<file path="src/rtl/rtc_bus_ctrl.sv">
// rtl/rtc_bus_ctrl.sv - RTC multiplexed address/data bus sequencer (one read or write per request)
// Optional post-transaction recovery window enabled by defining RTC_RECOVERY_EN.
module rtc_bus_ctrl #(
  parameter int PHASE_CYC = 4
`ifdef RTC_RECOVERY_EN
  , parameter int RECOV_CYC = 8
`endif
) (
  input  logic       clk,
  input  logic       reset,
  input  logic       req_wr,
  input  logic       req_rd,
  input  logic [7:0] addr_in,
  input  logic [7:0] wdata_in,
  output logic [7:0] direccion,
  output logic [7:0] dato_escribir,
  output logic       ad_sel,
  output logic       escribir_dato,
  output logic       leer_dato,
  output logic       cs_n,
  output logic       as,
  output logic       rd_n,
  output logic       wr_n,
  output logic       busy,
  output logic       done
);

  localparam int CW = $clog2(PHASE_CYC + 1);
  localparam logic [CW-1:0] PH_LAST = CW'(PHASE_CYC - 1);

  typedef enum logic [3:0] {
    S_IDLE, S_ADDR, S_LATCH, S_TURN, S_WDATA, S_RDATA, S_HOLD, S_DONE
`ifdef RTC_RECOVERY_EN
    , S_RECOV
`endif
  } state_t;

  state_t        state, state_nxt;
  logic [CW-1:0] cnt, cnt_nxt;
  logic          is_wr, is_wr_nxt;
  logic          accept, ph_last;
  logic          ad_sel_d, esc_d, leer_d, cs_n_d, as_d, rd_n_d, wr_n_d, busy_d, done_d;

`ifdef RTC_RECOVERY_EN
  localparam int RW = $clog2(RECOV_CYC + 1);
  localparam logic [RW-1:0] R_LAST = RW'(RECOV_CYC - 1);
  logic [RW-1:0] rcnt, rcnt_nxt;
`endif

  assign accept  = (state == S_IDLE) && (req_wr || req_rd);
  assign ph_last = (cnt == PH_LAST);

  always_comb begin
    state_nxt = state;
    cnt_nxt   = cnt;
    is_wr_nxt = is_wr;
`ifdef RTC_RECOVERY_EN
    rcnt_nxt  = rcnt;
`endif
    case (state)
      S_IDLE: begin
        if (req_wr || req_rd) begin
          state_nxt = S_ADDR;
          cnt_nxt   = '0;
          // A simultaneous read is dropped: write has priority.
          is_wr_nxt = req_wr;
        end
      end
      S_ADDR, S_LATCH, S_TURN, S_WDATA, S_RDATA, S_HOLD: begin
        if (ph_last) begin
          cnt_nxt = '0;
          case (state)
            S_ADDR:  state_nxt = S_LATCH;
            S_LATCH: state_nxt = S_TURN;
            S_TURN:  state_nxt = is_wr ? S_WDATA : S_RDATA;
            S_WDATA: state_nxt = S_HOLD;
            S_RDATA: state_nxt = S_HOLD;
            default: state_nxt = S_DONE;
          endcase
        end else begin
          cnt_nxt = cnt + CW'(1);
        end
      end
      S_DONE: begin
        cnt_nxt = '0;
`ifdef RTC_RECOVERY_EN
        state_nxt = S_RECOV;
        rcnt_nxt  = '0;
`else
        state_nxt = S_IDLE;
`endif
      end
`ifdef RTC_RECOVERY_EN
      S_RECOV: begin
        if (rcnt == R_LAST) state_nxt = S_IDLE;
        else                rcnt_nxt  = rcnt + RW'(1);
      end
`endif
      default: state_nxt = S_IDLE;
    endcase

    // Strobes are registered, so decode them from where the FSM is going.
    ad_sel_d = 1'b0;
    esc_d    = 1'b0;
    leer_d   = 1'b0;
    cs_n_d   = 1'b1;
    as_d     = 1'b0;
    rd_n_d   = 1'b1;
    wr_n_d   = 1'b1;
    busy_d   = 1'b0;
    done_d   = 1'b0;
    case (state_nxt)
      S_ADDR:  begin cs_n_d = 1'b0; as_d = 1'b1; esc_d = 1'b1; busy_d = 1'b1; end
      S_LATCH: begin cs_n_d = 1'b0; esc_d = 1'b1; busy_d = 1'b1; end
      S_TURN:  begin cs_n_d = 1'b0; ad_sel_d = 1'b1; esc_d = is_wr_nxt; busy_d = 1'b1; end
      S_WDATA: begin cs_n_d = 1'b0; ad_sel_d = 1'b1; esc_d = 1'b1; wr_n_d = 1'b0; busy_d = 1'b1; end
      S_RDATA: begin
        cs_n_d   = 1'b0;
        ad_sel_d = 1'b1;
        rd_n_d   = 1'b0;
        busy_d   = 1'b1;
        leer_d   = (cnt_nxt == PH_LAST);
      end
      S_HOLD:  begin cs_n_d = 1'b0; ad_sel_d = 1'b1; esc_d = is_wr_nxt; busy_d = 1'b1; end
      S_DONE:  begin busy_d = 1'b1; done_d = 1'b1; end
`ifdef RTC_RECOVERY_EN
      S_RECOV: busy_d = 1'b1;
`endif
      default: ;
    endcase
  end

  always_ff @(posedge clk) begin
    if (reset) begin
      state         <= S_IDLE;
      cnt           <= '0;
      is_wr         <= 1'b0;
      direccion     <= '0;
      dato_escribir <= '0;
      ad_sel        <= 1'b0;
      escribir_dato <= 1'b0;
      leer_dato     <= 1'b0;
      cs_n          <= 1'b1;
      as            <= 1'b0;
      rd_n          <= 1'b1;
      wr_n          <= 1'b1;
      busy          <= 1'b0;
      done          <= 1'b0;
`ifdef RTC_RECOVERY_EN
      rcnt          <= '0;
`endif
    end else begin
      state         <= state_nxt;
      cnt           <= cnt_nxt;
      is_wr         <= is_wr_nxt;
      ad_sel        <= ad_sel_d;
      escribir_dato <= esc_d;
      leer_dato     <= leer_d;
      cs_n          <= cs_n_d;
      as            <= as_d;
      rd_n          <= rd_n_d;
      wr_n          <= wr_n_d;
      busy          <= busy_d;
      done          <= done_d;
`ifdef RTC_RECOVERY_EN
      rcnt          <= rcnt_nxt;
`endif
      if (accept) begin
        direccion <= addr_in;
        if (req_wr) dato_escribir <= wdata_in;
      end
    end
  end

endmodule

</file>
<file path="config.mk">
export PLATFORM = sky130hd
export DESIGN_NAME = rtc_bus_ctrl
export DESIGN_NICKNAME = d
export VERILOG_FILES = /design/src/rtl/rtc_bus_ctrl.sv
export SDC_FILE = /design/constraint.sdc
export NUM_CORES = 1
export LEC_CHECK = 0
export ABC_AREA = 1
export BUFFER_PORTS_ARGS = -buffer_cell sky130_fd_sc_hd__buf_2
export CAP_MARGIN = 5
export CELL_PAD_IN_SITES_DETAIL_PLACEMENT = 1
export CELL_PAD_IN_SITES_GLOBAL_PLACEMENT = 1
export CORE_MARGIN = 2
export CORE_UTILIZATION = 33
export CTS_BUF_LIST = sky130_fd_sc_hd__clkbuf_4
export CTS_CLUSTER_DIAMETER = 150
export DETAILED_ROUTE_END_ITERATION = 16
export GPL_TIMING_DRIVEN = 0
export PLACE_DENSITY_LB_ADDON = 0.1
export SETUP_SLACK_MARGIN = 0.15
export SYNTH_ARGS = -nofsm -noshare
export SYNTH_HDL_FRONTEND = slang
export SYNTH_SLANG_ARGS = --single-unit
</file>
<file path="constraint.sdc">
create_clock -name clk -period 1.4 [get_ports clk]
set_input_delay 0.21 -clock clk [delete_from_list [all_inputs] [get_ports clk]]
set_output_delay 0.21 -clock clk [all_outputs]
set_load 0.1 [all_outputs]
</file>
==> results of run 1 <==
[cell families after synthesis]
logic type	Yosys count
adder cells (fa/ha/maj)	1
flip-flops	33
buffers and inverters	26
AO/OA/AOI/OAI	24
AND/OR/NAND/NOR	92
other	1
[final cells by class]
| type | instances | share of cell area, % |
|---|---|---|
| Timing Repair Buffer | 53 | 18.4 |
| Clock inverter | 3 | 0.562 |
| Sequential cell | 33 | 30.5 |
| Buffer | 4 | 1.35 |
| Inverter | 22 | 4.61 |
| Tap cell | 50 | 2.81 |
| Clock buffer | 5 | 1.69 |
| Multi-Input combinational cell | 119 | 40.1 |
[metrics by stage]
step,std cells,area [um2],total power [mW],utilization [%],setup TNS (ns)
after floorplan,177,1420,1.34,-,0
after global placement,270,1700,1.42,42.1,-0.0406
after detailed placement,270,1700,1.43,42.1,-0.233
after CTS,283,1870,1.96,46.5,-0.138
after global routing,289,2230,2.17,55.2,-0.842
final,289,2230,2.05,55.2,-0.0488
[cells in the mapped netlist, types with 2 or more instances]
master	count
o21ai_0	3
nand2_2	5
buf_6	2
nand3_1	8
nand2_4	6
a21oi_1	16
o21ai_1	2
o22ai_1	2
nor3_1	2
inv_1	18
clkbuf_1	2
nand2_1	47
nand3_2	3
dfxtp_1	33
nor2_4	3
nor2_1	15
[worst max path at each step]
| stage | to | slack (ns) | start |
|---|---|---|---|
| global route | cs_n$_SDFF_PP1_ | -0.15 | cnt[0]$_SDFF_PP0_ |
| detailed placement | cs_n$_SDFF_PP1_ | -0.08 | cnt[1]$_SDFF_PP0_ |
| global placement | cs_n$_SDFF_PP1_ | -0.04 | cnt[1]$_SDFF_PP0_ |
| CTS | cs_n$_SDFF_PP1_ | -0.05 | cnt[0]$_SDFF_PP0_ |
| floorplan | cs_n$_SDFF_PP1_ | 0.09 | cnt[1]$_SDFF_PP0_ |
| finish | cs_n$_SDFF_PP1_ | -0.05 | cnt[0]$_SDFF_PP0_ |
[cells in the final DEF (no fill, tap or decap), types with 7 or more instances in the layout]
master / Yosys / final
a21oi_2: 1 / 14
buf_2: 0 / 18
buf_4: 0 / 24
buf_6: 2 / 10
dfxtp_1: 33 / 25
inv_1: 18 / 14
nand2_1: 47 / 26
nand2_2: 5 / 13
nand2_4: 6 / 18
nand3_1: 8 / 7
nor2_1: 15 / 10
[flip-flops by register name, indices dropped and copies added, names as in the netlist, 3 cells and up]
register and cells:
dato_escribir 8, direccion 8, state 4, cnt 3
[report_power, final]
part | switching, mW | internal (mW)
logic | 0.391 | 0.157
registers | 0.0265 | 0.971
clock network | 0.322 | 0.181
total | 0.739 | 1.31
[what timing repair did]
action,4_1_cts,5_1_grt
resized for setup,40,86
pin swaps,9,30
setup buffers,5,5
gates cloned,0,1
endpoints found under the setup margin,47,33
[per-layer routing]
layer	vias to the layer above	share of wire [%]	global-route usage (%)
met2	29	53	29.0
met4	0	2.1	7.41
met5	-	0	0
met3	6	4.1	4.82
li1	671	-	-
met1	621	40	17.4
[worst max-delay path: stages, from the launching register on]
cell	delay [ns]
dfxtp_2	0.37
ha_4	0.15
inv_2	0.04
nor2_4	0.11
nor2_2	0.05
a21oi_2	0.11
nand2_2	0.09
nand2_4	0.11
nor2_4	0.04
nor2_2	0.12
nand2_1	0.08
nand2_1	0.06
nor2_1	0.04
==> impl_summary.md, run 1 <==
Worst setup path
Of all nets on the critical path, the largest fanout is 5. The worst path arrival time is 1.69 ns. The worst register-to-register path begins at cnt[0]$_SDFF_PP0_. By startpoint and endpoint, the worst setup path is classified as reg2reg. The worst register-to-register path has a setup slack of -0.05 ns. Measured in cells, the most critical reg-to-reg path has a length of 12.

The required time of the critical path is 1.65 ns. STA classifies the critical path startpoint as a flip-flop. The kind of end point of the critical path is a flip-flop. The worst register-to-register path ends at cs_n$_SDFF_PP1_.

Timing
The actual slew at the worst max-slew pin is ~0.64 ns. Setup violations remaining at the end of the flow were counted as 1. The clock skew is approximately 0.011 ns. The final critical path time including I/O delays and setup is 1.45 ns. The final critical-path setup slack is -0.0488 ns. Dividing the final minimum period by the clock period gives 103%. The number of pins with negative max-slew slack in the final report is 0. The tightest slew margin relative to the limit is a little under three fifths. Setup repair after global routing could not meet its margin everywhere.

The final count of hold timing violations is 0. Static timing analysis puts the maximum clock frequency at roughly 0.69 GHz. Hold is met by ~0.064 ns.

Logic synthesis
The number of synthesized flops with an enable pin is 0. The largest total area in the synthesized netlist belongs to dfxtp_1. Among all flip-flop cells after synthesis, the most frequent one is dfxtp_1.

The complex-gate fraction of the synthesized area is 9.06%. The count of distinct cell types in the synthesized netlist is 26. By area the synthesized netlist is led by dfxtp_1 (47%), nand2_1 (13%), a21oi_1 (5.7%). Summing the areas of all and, or, nand and nor instances in the mapped netlist gives roughly 34% of the synthesized area.

Synthesis produced a netlist with a net count of between 150 and 200. The Yosys warning count is 0. The dominant combinational cell family by area after synthesis is simple AND/OR/NAND/NOR gates.

Of the total synthesized cell area, the portion taken by full adders, half adders and majority gates is less than 1%. The cell count after synthesis came out at around 180. The share of cell area taken by muxes after synthesis is 0%.

The cell area after synthesis is 0.00140 mm2. The share of the synthesized area in the top cell type is 47.4%. The sequential share of the synthesized area is between 40 and 50%.

The synthesized netlist devotes 0% of its cell area to XOR and XNOR gates. In this run, synthesis produced a sequential element count of 33. The fraction of synthesis flops using an asynchronous set or reset pin is 0%. A synthesized cell averages 7.88 um2.

Layout
The number of diodes is 0. Summing all multi-input logic gate instances after layout gives just under 900 um2. The filler cells instantiated in the layout total ~480. The layout net count is around 260.

The register cell area after layout is roughly 680 um2. Relative to the synthesized area, the layout overhead comes to 59.6%. The ratio of cells with drive above 1 in the final layout is just over 60%.

Place
During placement, the flow inserted port buffers numbering 43. The half-perimeter wire length after detailed placement is 2620 um. The routability congestion estimate is about 0.72. Prior to clock tree synthesis, the placed netlist has a worst setup slack of -0.0751 ns.

Floorplan
From left edge to right edge, the die measures approximately 69 um. The number of top-level design ports is 45. The height of the chip is slightly below 70 um. The initial utilization of the core area, before any placement, comes to approximately a third. The row count is 23. The placeable core region is roughly 0.0040 mm2. The area of the die is approximately 0.0048 mm2.

Hold path
The depth of the worst hold-timing path is 2. The startpoint identified for the worst hold timing path is reset. The worst hold path terminates at dato_escribir[0]$_SDFFE_PP0P_. In this run the worst hold path is classified as in2reg.

Clocking
Clock-pin slew was measured on the worst setup and hold paths at about 0.11 ns. The clock reaches the later pin of the worst-skew pair after 0.34 ns. CTS built an H-tree with a depth of 2. The hold-fix buffer count after cts is 0. The buffer depth of the longest clock path is 2. The tree is rooted in a clkbuf_4. The total CTS buffers is 5. For this design, the sink count on the clock tree is 33.

The CTS tree is built.

Job
The tool flagged a number of max-cap violations equal to 0.

Detailed routing
The number of detailed-route iterations in the first pass is 4. The average wire per standard cell is roughly 13 um. In the routed layout, each cell is associated on average with a via count of 4.59. The total routed wirelength is ~3800 um.

Once detail routing completed, the nets flagged for antenna violations numbered 0. The remaining design rule violation count is 0. The via count is ~1.3k. The DRC marker count from the first detailed-route iteration is 44.

Global routing
Entering global routing, the biggest net connects 11 pins. The initial antenna violation count is 0. The overall routing resource usage is about 16%. The total global routing overflow is 0. The number of global-route vias before repair is ~1.4k. The global-route wire length before repair is just over 6000 um.

Pwr
The ratio of total power to cell area is roughly 900 mW/mm2. The leakage dissipation is about 1 nW. The worst vdd rail ir drop is between 0.6 and 0.7 mV.

Status
The final reports fail on setup timing. The run finished, with violations left.
Power figures use the tool's default switching activity.
==> inputs of run 2 (changes only) <==
--- a/config.mk
+++ b/config.mk
@@ -6,17 +6,17 @@
 export NUM_CORES = 1
 export LEC_CHECK = 0
 export ABC_AREA = 1
-export BUFFER_PORTS_ARGS = -buffer_cell sky130_fd_sc_hd__buf_2
 export CAP_MARGIN = 5
 export CELL_PAD_IN_SITES_DETAIL_PLACEMENT = 1
 export CELL_PAD_IN_SITES_GLOBAL_PLACEMENT = 1
 export CORE_MARGIN = 2
-export CORE_UTILIZATION = 33
+export CORE_UTILIZATION = 41
 export CTS_BUF_LIST = sky130_fd_sc_hd__clkbuf_4
 export CTS_CLUSTER_DIAMETER = 150
 export DETAILED_ROUTE_END_ITERATION = 16
+export DONT_BUFFER_PORTS = 1
 export GPL_TIMING_DRIVEN = 0
-export PLACE_DENSITY_LB_ADDON = 0.1
+export PLACE_DENSITY = 0.82
 export SETUP_SLACK_MARGIN = 0.15
 export SYNTH_ARGS = -nofsm -noshare
 export SYNTH_HDL_FRONTEND = slang
==> run 2 against run 1 <==
  * The flow finishes with violations (hold timing, setup timing)
  * Core utilization shrank 0.11 points
  * Routed wire length grew 0.34%
  * Critical endpoint unchanged
  * Die area shrank 18%
  * Clock-buffer cell count grew 1
  * Combinational power shrank 66%
  * Sequential cell count is the same
  * Clock power is essentially flat
  * Via count shrank 8.3%
  * Cell count shrank 15%
  * Sequential power grew 20%
  * Worst hold slack lost 0.067 ns
  * Clock skew shrank 0.0016 ns
==> impl_summary.md, run 2 (synthesized netlist as in run 1, its figures left out) <==
Status
The run finished, with violations left. The checks that failed: hold timing, setup timing.

Clocking
The clock slew at the register clock pins of the worst setup and hold paths was 0.10 ns (about the same). The buffer depth of the longest clock path is 2 (unchanged). TritonCTS built the clock tree.

The root buffer cell chosen for the clock tree is clkbuf_4. The maximum level of the CTS H-tree is 2 (unchanged). The count of clock tree sinks is 33 (unchanged).

The clock latency reported for the late side of the worst-skew pair is 0.34 ns (about the same). The total CTS buffers came to 5 (unchanged).

Detailed routing
The remaining design rule violation count is 0 (unchanged). The routed via count divided by cell count was 4.93 (+7.3%). The total routed wirelength is 3800 um (+0.34%).

The via count is 1217 (-8.3%). The average wire per standard cell is 15.4 um (+17%). The number of detailed-route iterations in the first pass was 4 (unchanged). The DRC marker count from the first detailed-route iteration is 19 (-57%). The number of antenna-violating nets in the routed design came to 0 (unchanged).

Floorplan
The horizontal extent of the die is 62.3 um (-9.7%). The area of the die was 0.00389 mm2 (-18%). The starting density of the core is 42.1% (+7.5 points). The row count was 21 (-8.7%). The height of the chip is 62.3 um (-9.7%). The number of top-level design ports is 45 (unchanged). The placeable core region came to 0.00331 mm2 (-18%).

Worst setup path
The sum of buffers and inverters on the critical path is 0 (-1). The worst setup path is captured at a flip-flop. The critical path is of the reg2reg type.

The sort of element at the start of the critical path is a flip-flop. The required time of the critical path came to 1.64 ns (about the same). The worst path arrival time is 1.69 ns (about the same). The delay of the slowest critical-path stage is 0.37 ns (about the same). The signal on the critical path passes through nor2_4, nand2_4, nand2_2, nand3_1, nand2_2, nand2_4, o21ai_1, nand2_1, nand2_1, nor2_1. Grouping stages by cell kind, the critical path spends the most delay in simple AND/OR/NAND/NOR gates. The largest fanout of any net on the critical path is 5 (unchanged). For this design, the slowest cell found on the critical path is dfxtp_4.

Layout
The number of diodes was 0 (unchanged). The area growth from synthesis to layout is 30.9%. The layout net count is 222 (-14%). The post-layout instance area is 0.00183 mm2 (-18%).

Leaving out fill and tap cells, the most frequent cell in the layout is nand2_1. The final standard cell count with taps included and fillers excluded is 247 (-15%). Leaving out fill and tap cells, the most frequent cells in the layout are nand2_1 (45), dfxtp_4 (19), inv_1 (17), a21oi_1 (16), dlygate4sd3_1 (12). In the final layout, the registers with the most flip-flops are dato_escribir: 8 flops, direccion: 8 flops, state: 4 flops.

The ratio of cells with drive above 1 in the final layout came to 41.8% (-19 points).

Global routing
The global-route wire length before repair is 6040 um (-2.7%). The overall routing resource usage was 20.2% (+4.0 points). The initial antenna violation count is 0 (unchanged). The total global routing overflow is 0 (unchanged). The maximum number of pins on one net before global-route repair was 11 (unchanged). The number of global-route vias before repair came to 1323 (-6.4%).

Pwr
The worst vdd rail ir drop was 0.692 mV (+8.8%). The ratio of total power to cell area is 1040 mW/mm2 (+13%). The leakage dissipation is 0.728 nW (-26%).

Place
The half-perimeter wire length after detailed placement is 2550 um (-2.8%). The number of port buffers is 0 (-100%). The area of placed instances is 0.00148 mm2 (-13%). The minimum setup slack after placement is -0.103 ns (-0.0279 ns). The number of placed instances with taps included is 223 (-17%). The routability congestion estimate is 0.777 (+7.3%).

Timing
The clock skew is 0.00895 ns (-0.00160 ns). The tightest slew margin relative to the limit is 64.6% (+7.2 points). Setup repair after global routing could not meet its margin everywhere. The final critical path time including I/O delays and setup is 1.45 ns (-0.000112 ns). The final critical-path setup slack is -0.0487 ns (+0.000112 ns). The number of failing setup endpoints in the final timing report is 3 (+2). The number of pins with negative max-slew slack in the final report came to 0 (unchanged). The hold slack is -0.00314 ns (-0.0667 ns). The setup total negative slack is -0.100 ns (-0.0514 ns). The final clock period utilization by the worst path is 103% (about the same). The actual slew at the worst max-slew pin is 0.532 ns (-0.109 ns).

The upper clock frequency limit is 0.690 GHz (about the same). The final count of hold timing violations was 1 (+1).

Hold path
In this run the worst hold path is classified as in2reg.

Job
The number of violations of the max-capacitance limit came to 0 (unchanged).
run 2: cell count changes in the layout (fill, tap and decap cells not counted), moves of 6 or more:
cell | previous run | this run
nand2_1 | 26 | 45
buf_6 | 10 | 2
dfxtp_1 | 25 | 3
a21oi_2 | 14 | 1
dfxtp_2 | 5 | 11
buf_2 | 18 | 0
nand2_4 | 18 | 6
a21oi_1 | 3 | 16
buf_4 | 24 | 5
nand2_2 | 13 | 7
dlygate4sd3_1 | 0 | 12
dfxtp_4 | 3 | 19
run 2: metrics by stage:
step / util [%] / hold WS, ns / total power [mW]
6_report: 55.1 / -0.00314 / 1.90
5_1_grt: 55.1 / 0.00378 / 2.00
4_1_cts: 51.3 / 0.00164 / 1.91
3_5_place_dp: 44.6 / 0.363 / 1.38
3_3_place_gp: 44.6 / 0.357 / 1.37
2_1_floorplan: - / 0.353 / 1.34
run 2: layout make-up:
type / count / area [um2]
inverters: 22 / 87.6
flip-flops and latches: 33 / 746
clock inverters: 1 / 3.75
repair buffers: 17 / 158
fillers: 412 / 1490
clock buffers: 6 / 45.0
well taps: 46 / 57.6
multi-input cells: 118 / 698
plain buffers: 4 / 30.0
run 2: worst paths after layout:
path,startpoint,depth (start not counted),to,slack [ns]
setup / recovery,state[2]$_SDFF_PP0_,10,cs_n$_SDFF_PP1_,-0.05
hold / removal,wdata_in[7],2,dato_escribir[7]$_SDFFE_PP0P_,-0.003
setup reg to reg,state[2]$_SDFF_PP0_,10,cs_n$_SDFF_PP1_,-0.05
hold reg to reg,cnt[2]$_SDFF_PP0_,2,cnt[2]$_SDFF_PP0_,0.54
run 2: metal layers:
layer	routed length [um]	vias up	global-route usage, %
li1	-	595	-
met5	0	-	0
met4	72	0	9.17
met3	184	6	8.33
met1	1370	587	17.9
met2	2180	29	39.3
run 2: where the power goes:
group | switching, mW | internal, mW
Combinational | 0.111 | 0.0770
Sequential | 0.244 | 0.957
Clock | 0.305 | 0.201
run 2: what timing repair did:
action / in CTS / in global routing
pin swaps: 7 / 4
buffers inserted: 3 / 2
setup endpoints to repair: 55 / 47
hold endpoints to repair: 7 / 5
hold buffers: 7 / 5
gates resized for setup: 44 / 24
==> inputs of run 3 (changes only) <==
--- a/config.mk
+++ b/config.mk
@@ -6,16 +6,16 @@
 export NUM_CORES = 1
 export LEC_CHECK = 0
 export ABC_AREA = 1
-export CAP_MARGIN = 5
 export CELL_PAD_IN_SITES_DETAIL_PLACEMENT = 1
 export CELL_PAD_IN_SITES_GLOBAL_PLACEMENT = 1
 export CORE_MARGIN = 2
-export CORE_UTILIZATION = 41
+export CORE_UTILIZATION = 43
 export CTS_BUF_LIST = sky130_fd_sc_hd__clkbuf_4
 export CTS_CLUSTER_DIAMETER = 150
 export DETAILED_ROUTE_END_ITERATION = 16
 export DONT_BUFFER_PORTS = 1
 export GPL_TIMING_DRIVEN = 0
+export HOLD_SLACK_MARGIN = 0.1
 export PLACE_DENSITY = 0.82
 export SETUP_SLACK_MARGIN = 0.15
 export SYNTH_ARGS = -nofsm -noshare
==> constraint.sdc (replaced) <==
create_clock -name clk -period 1.46 [get_ports clk]
set_input_delay 0.219 -clock clk [delete_from_list [all_inputs] [get_ports clk]]
set_output_delay 0.219 -clock clk [all_outputs]
set_load 0.1 [all_outputs]
==> run 3 against run 2 <==
  * Critical path type unchanged
  * Total power grew 8.5%
  * Core utilization increased by 5.7 points
  * Die area decreased by 4.3%
  * Clock skew grew 0.0028 ns
  * First-iteration DRC count increased by 37%
  * Critical path depth is 2 higher
  * Cell count increased by 2.0%
  * Largest cell class unchanged
  * The flow finishes with violations (setup timing)
==> impl_summary.md, run 3 (synthesized netlist as in run 1, its figures left out) <==
Pwr
The proportion of power drawn by combinational gates is 9.9% (about the same). The proportion of power drawn by the clock network is 33.0% (+6.3 points). The post-route total power is 2.06 mW (+8.5%).

The switching part of the total power is 32.0% (-2.8 points). The sequential power share is 57.1% (-6.3 points). The internal power is 1.40 mW (+13%). The ratio of total power to cell area was 1100 mW/mm2 (+5.8%).

The switching power came to 659 uW (-0.14%). The leakage dissipation was 0.754 nW (+3.6%). The worst vdd rail ir drop is 0.810 mV (+17%).

Clocking
The library cell used as clock root buffer is clkbuf_4. The buffer depth of the longest clock path is 2 (unchanged). The CTS tree is built. The clock latency reported for the late side of the worst-skew pair was 0.33 ns (about the same).

The total CTS buffers came to 5 (unchanged). The maximum level of the CTS H-tree is 2 (unchanged). The count of clock tree sinks is 33 (unchanged). The clock slew at the register clock pins of the worst setup and hold paths is 0.10 ns (about the same).

Detailed routing
The number of detailed-route iterations in the first pass is 4 (unchanged). The DRC marker count from the first detailed-route iteration is 26 (+7). The routed via count divided by cell count is 5.11 (+3.7%). The remaining design rule violation count was 0 (unchanged).

The number of antenna-violating nets in the routed design is 0 (unchanged). The via count is 1288 (+5.8%). The average wire per standard cell is 18.1 um (+17%). The total routed wirelength is 4550 um (+20%).

Layout
The layout net count was 228 (+2.7%). The number of diodes was 0 (unchanged). In the final layout, the registers with the most flip-flops are dato_escribir: 8 flops, direccion: 8 flops, state: 4 flops. The number of filler instances in the final layout is 370 (-10%). Leaving out fill and tap cells, the most frequent cell in the layout is nand2_1. The ratio of cells with drive above 1 in the final layout is 41.8% (about the same).

The area growth from synthesis to layout is 34.3%. The final standard cell count with taps included and fillers excluded is 252 (+2.0%). In the layout the commonest cells are nand2_1 (44), dfxtp_2 (30), dlygate4sd3_1 (17), inv_1 (16), a21oi_1 (16).

Global routing
The initial antenna violation count was 0 (unchanged). The overall routing resource usage is 25.7% (+5.5 points). The number of global-route vias before repair came to 1471 (+11%).

The total global routing overflow is 0 (unchanged). The maximum number of pins on one net before global-route repair is 11 (unchanged). The global-route wire length before repair is 6780 um (+12%).

Worst setup path
The sum of buffers and inverters on the critical path was 1 (+1). STA classifies the critical path endpoint as a flip-flop. The critical-path cell with the highest stage delay is dfxtp_2. The signal on the critical path passes through ha_4, inv_2, nor2_4, nor2_2, a21oi_2, nand2_2, nand2_4, nor2_4, nor2_4, nand2_2, nand2_2, nor2_2.

The worst path arrival time is 1.81 ns (+0.12 ns). By startpoint and endpoint, the worst setup path is classified as reg2reg. The required time of the critical path was 1.69 ns (+0.05 ns). The delay of the slowest critical-path stage is 0.37 ns (about the same). The kind of cell with the highest combined delay on the critical path is simple AND/OR/NAND/NOR gates.

The reg2reg setup slack is -0.12 ns (-0.07 ns). The largest fanout of any net on the critical path is 5 (unchanged). STA classifies the critical path startpoint as a flip-flop.

Place
The number of port buffers is 0 (unchanged). The minimum setup slack after placement was -0.0456 ns (+0.0575 ns). The half-perimeter wire length after detailed placement is 2400 um (-5.6%).

The routability congestion estimate is 0.775 (-0.21%). The number of placed instances with taps included is 221 (-0.90%).

Timing
The final clock period utilization by the worst path was 108% (+4.6 points). The final count of hold timing violations was 0 (-1). The actual slew at the worst max-slew pin is 0.551 ns (+0.0197 ns). The clock skew came to 0.0118 ns (+0.00284 ns).

The upper clock frequency limit is 0.633 GHz (-8.2%). The final critical path time including I/O delays and setup came to 1.58 ns (+0.130 ns). The number of failing setup endpoints in the final timing report was 6 (+3).

The final critical-path setup slack is -0.119 ns (-0.0700 ns). The tightest slew margin relative to the limit is 63.2% (-1.3 points). Setup repair after global routing could not meet its margin everywhere. The setup total negative slack is -0.290 ns (-0.190 ns). The number of pins with negative max-slew slack in the final report was 0 (unchanged).

Job
The number of violations of the max-capacitance limit is 0 (unchanged).

Hold path
The worst hold path class is in2reg.

Floorplan
The area of the die was 0.00372 mm2 (-4.3%). The placeable core region is 0.00308 mm2 (-7.0%). The starting density of the core came to 45.3% (+3.2 points). The horizontal extent of the die came to 61.0 um (-2.2%). The height of the chip is 61.0 um (-2.2%). The number of top-level design ports was 45 (unchanged).

The row count was 20 (-4.8%).

Status
The final reports fail on setup timing. The run finished, with violations left.
## run 3: changes by cell type in the layout (fill, tap and decap cells not counted), sizes merged
cell	previous run	this run
buf	7	8
bufinv	0	1
dlygate4sd3	12	17
## run 3: worst paths after layout
| check | start | cells past startpoint | end |
|---|---|---|---|
| worst max-delay path | cnt[1]$_SDFF_PP0_ | 12 | cs_n$_SDFF_PP1_ |
| worst min-delay path | req_wr | 3 | dato_escribir[2]$_SDFFE_PP0P_ |
| worst max register to register | cnt[1]$_SDFF_PP0_ | 12 | cs_n$_SDFF_PP1_ |
| worst min register to register | cnt[2]$_SDFF_PP0_ | 2 | cnt[2]$_SDFF_PP0_ |
## run 3: worst min-delay path, stage by stage
cell	delay, ns
nand2_4	0.07
nand2_1	0.07
a21oi_1	0.06
## run 3: layout make-up
type                       instances  area, um2  share of cell area, %
tap                               44       55.1                   2.94
clock buffer                       6       45.0                   2.40
clock inverter                     2       33.8                   1.80
inverter                          22       88.8                   4.74
timing repair buffer              23        219                   11.7
sequential                        33        702                   37.5
multi-input combinational        118        699                   37.3
buffer                             4       30.0                   1.60
## run 3: timing repair
| item | CTS | global route |
|---|---|---|
| buffers inserted | 4 | 2 |
| endpoints found under the setup margin | 52 | 22 |
| pin swaps | 12 | 6 |
| resized for setup | 41 | 13 |
| hold endpoints to repair | 18 | 0 |
| hold buffers | 17 | 0 |
## run 3: per-layer routing
metal	global-route usage (%)	up-vias	wire, um
li1	-	612	-
met2	47.6	44	2610
met5	0	-	0
met3	9.59	13	243
met1	26.1	619	1610
met4	9.63	0	93
## run 3: power groups by stage
stage	Clock (mW)	Combinational, mW	Sequential (mW)
after global placement	0	0.127	1.19
after CTS	0.686	0.174	1.17
after global routing	0.727	0.222	1.18
final	0.678	0.203	1.18
after detailed placement	0	0.135	1.19
after floorplan	0	0.109	1.18
## run 3: metrics by stage
stage / instance area (um2) / hold WS, ns / util [%]
2_1_floorplan: 1410 / 0.362 / -
3_3_place_gp: 1470 / 0.366 / 47.7
3_5_place_dp: 1470 / 0.371 / 47.7
4_1_cts: 1820 / 0.124 / 59.1
5_1_grt: 1870 / 0.124 / 60.9
6_report: 1870 / 0.128 / 60.9
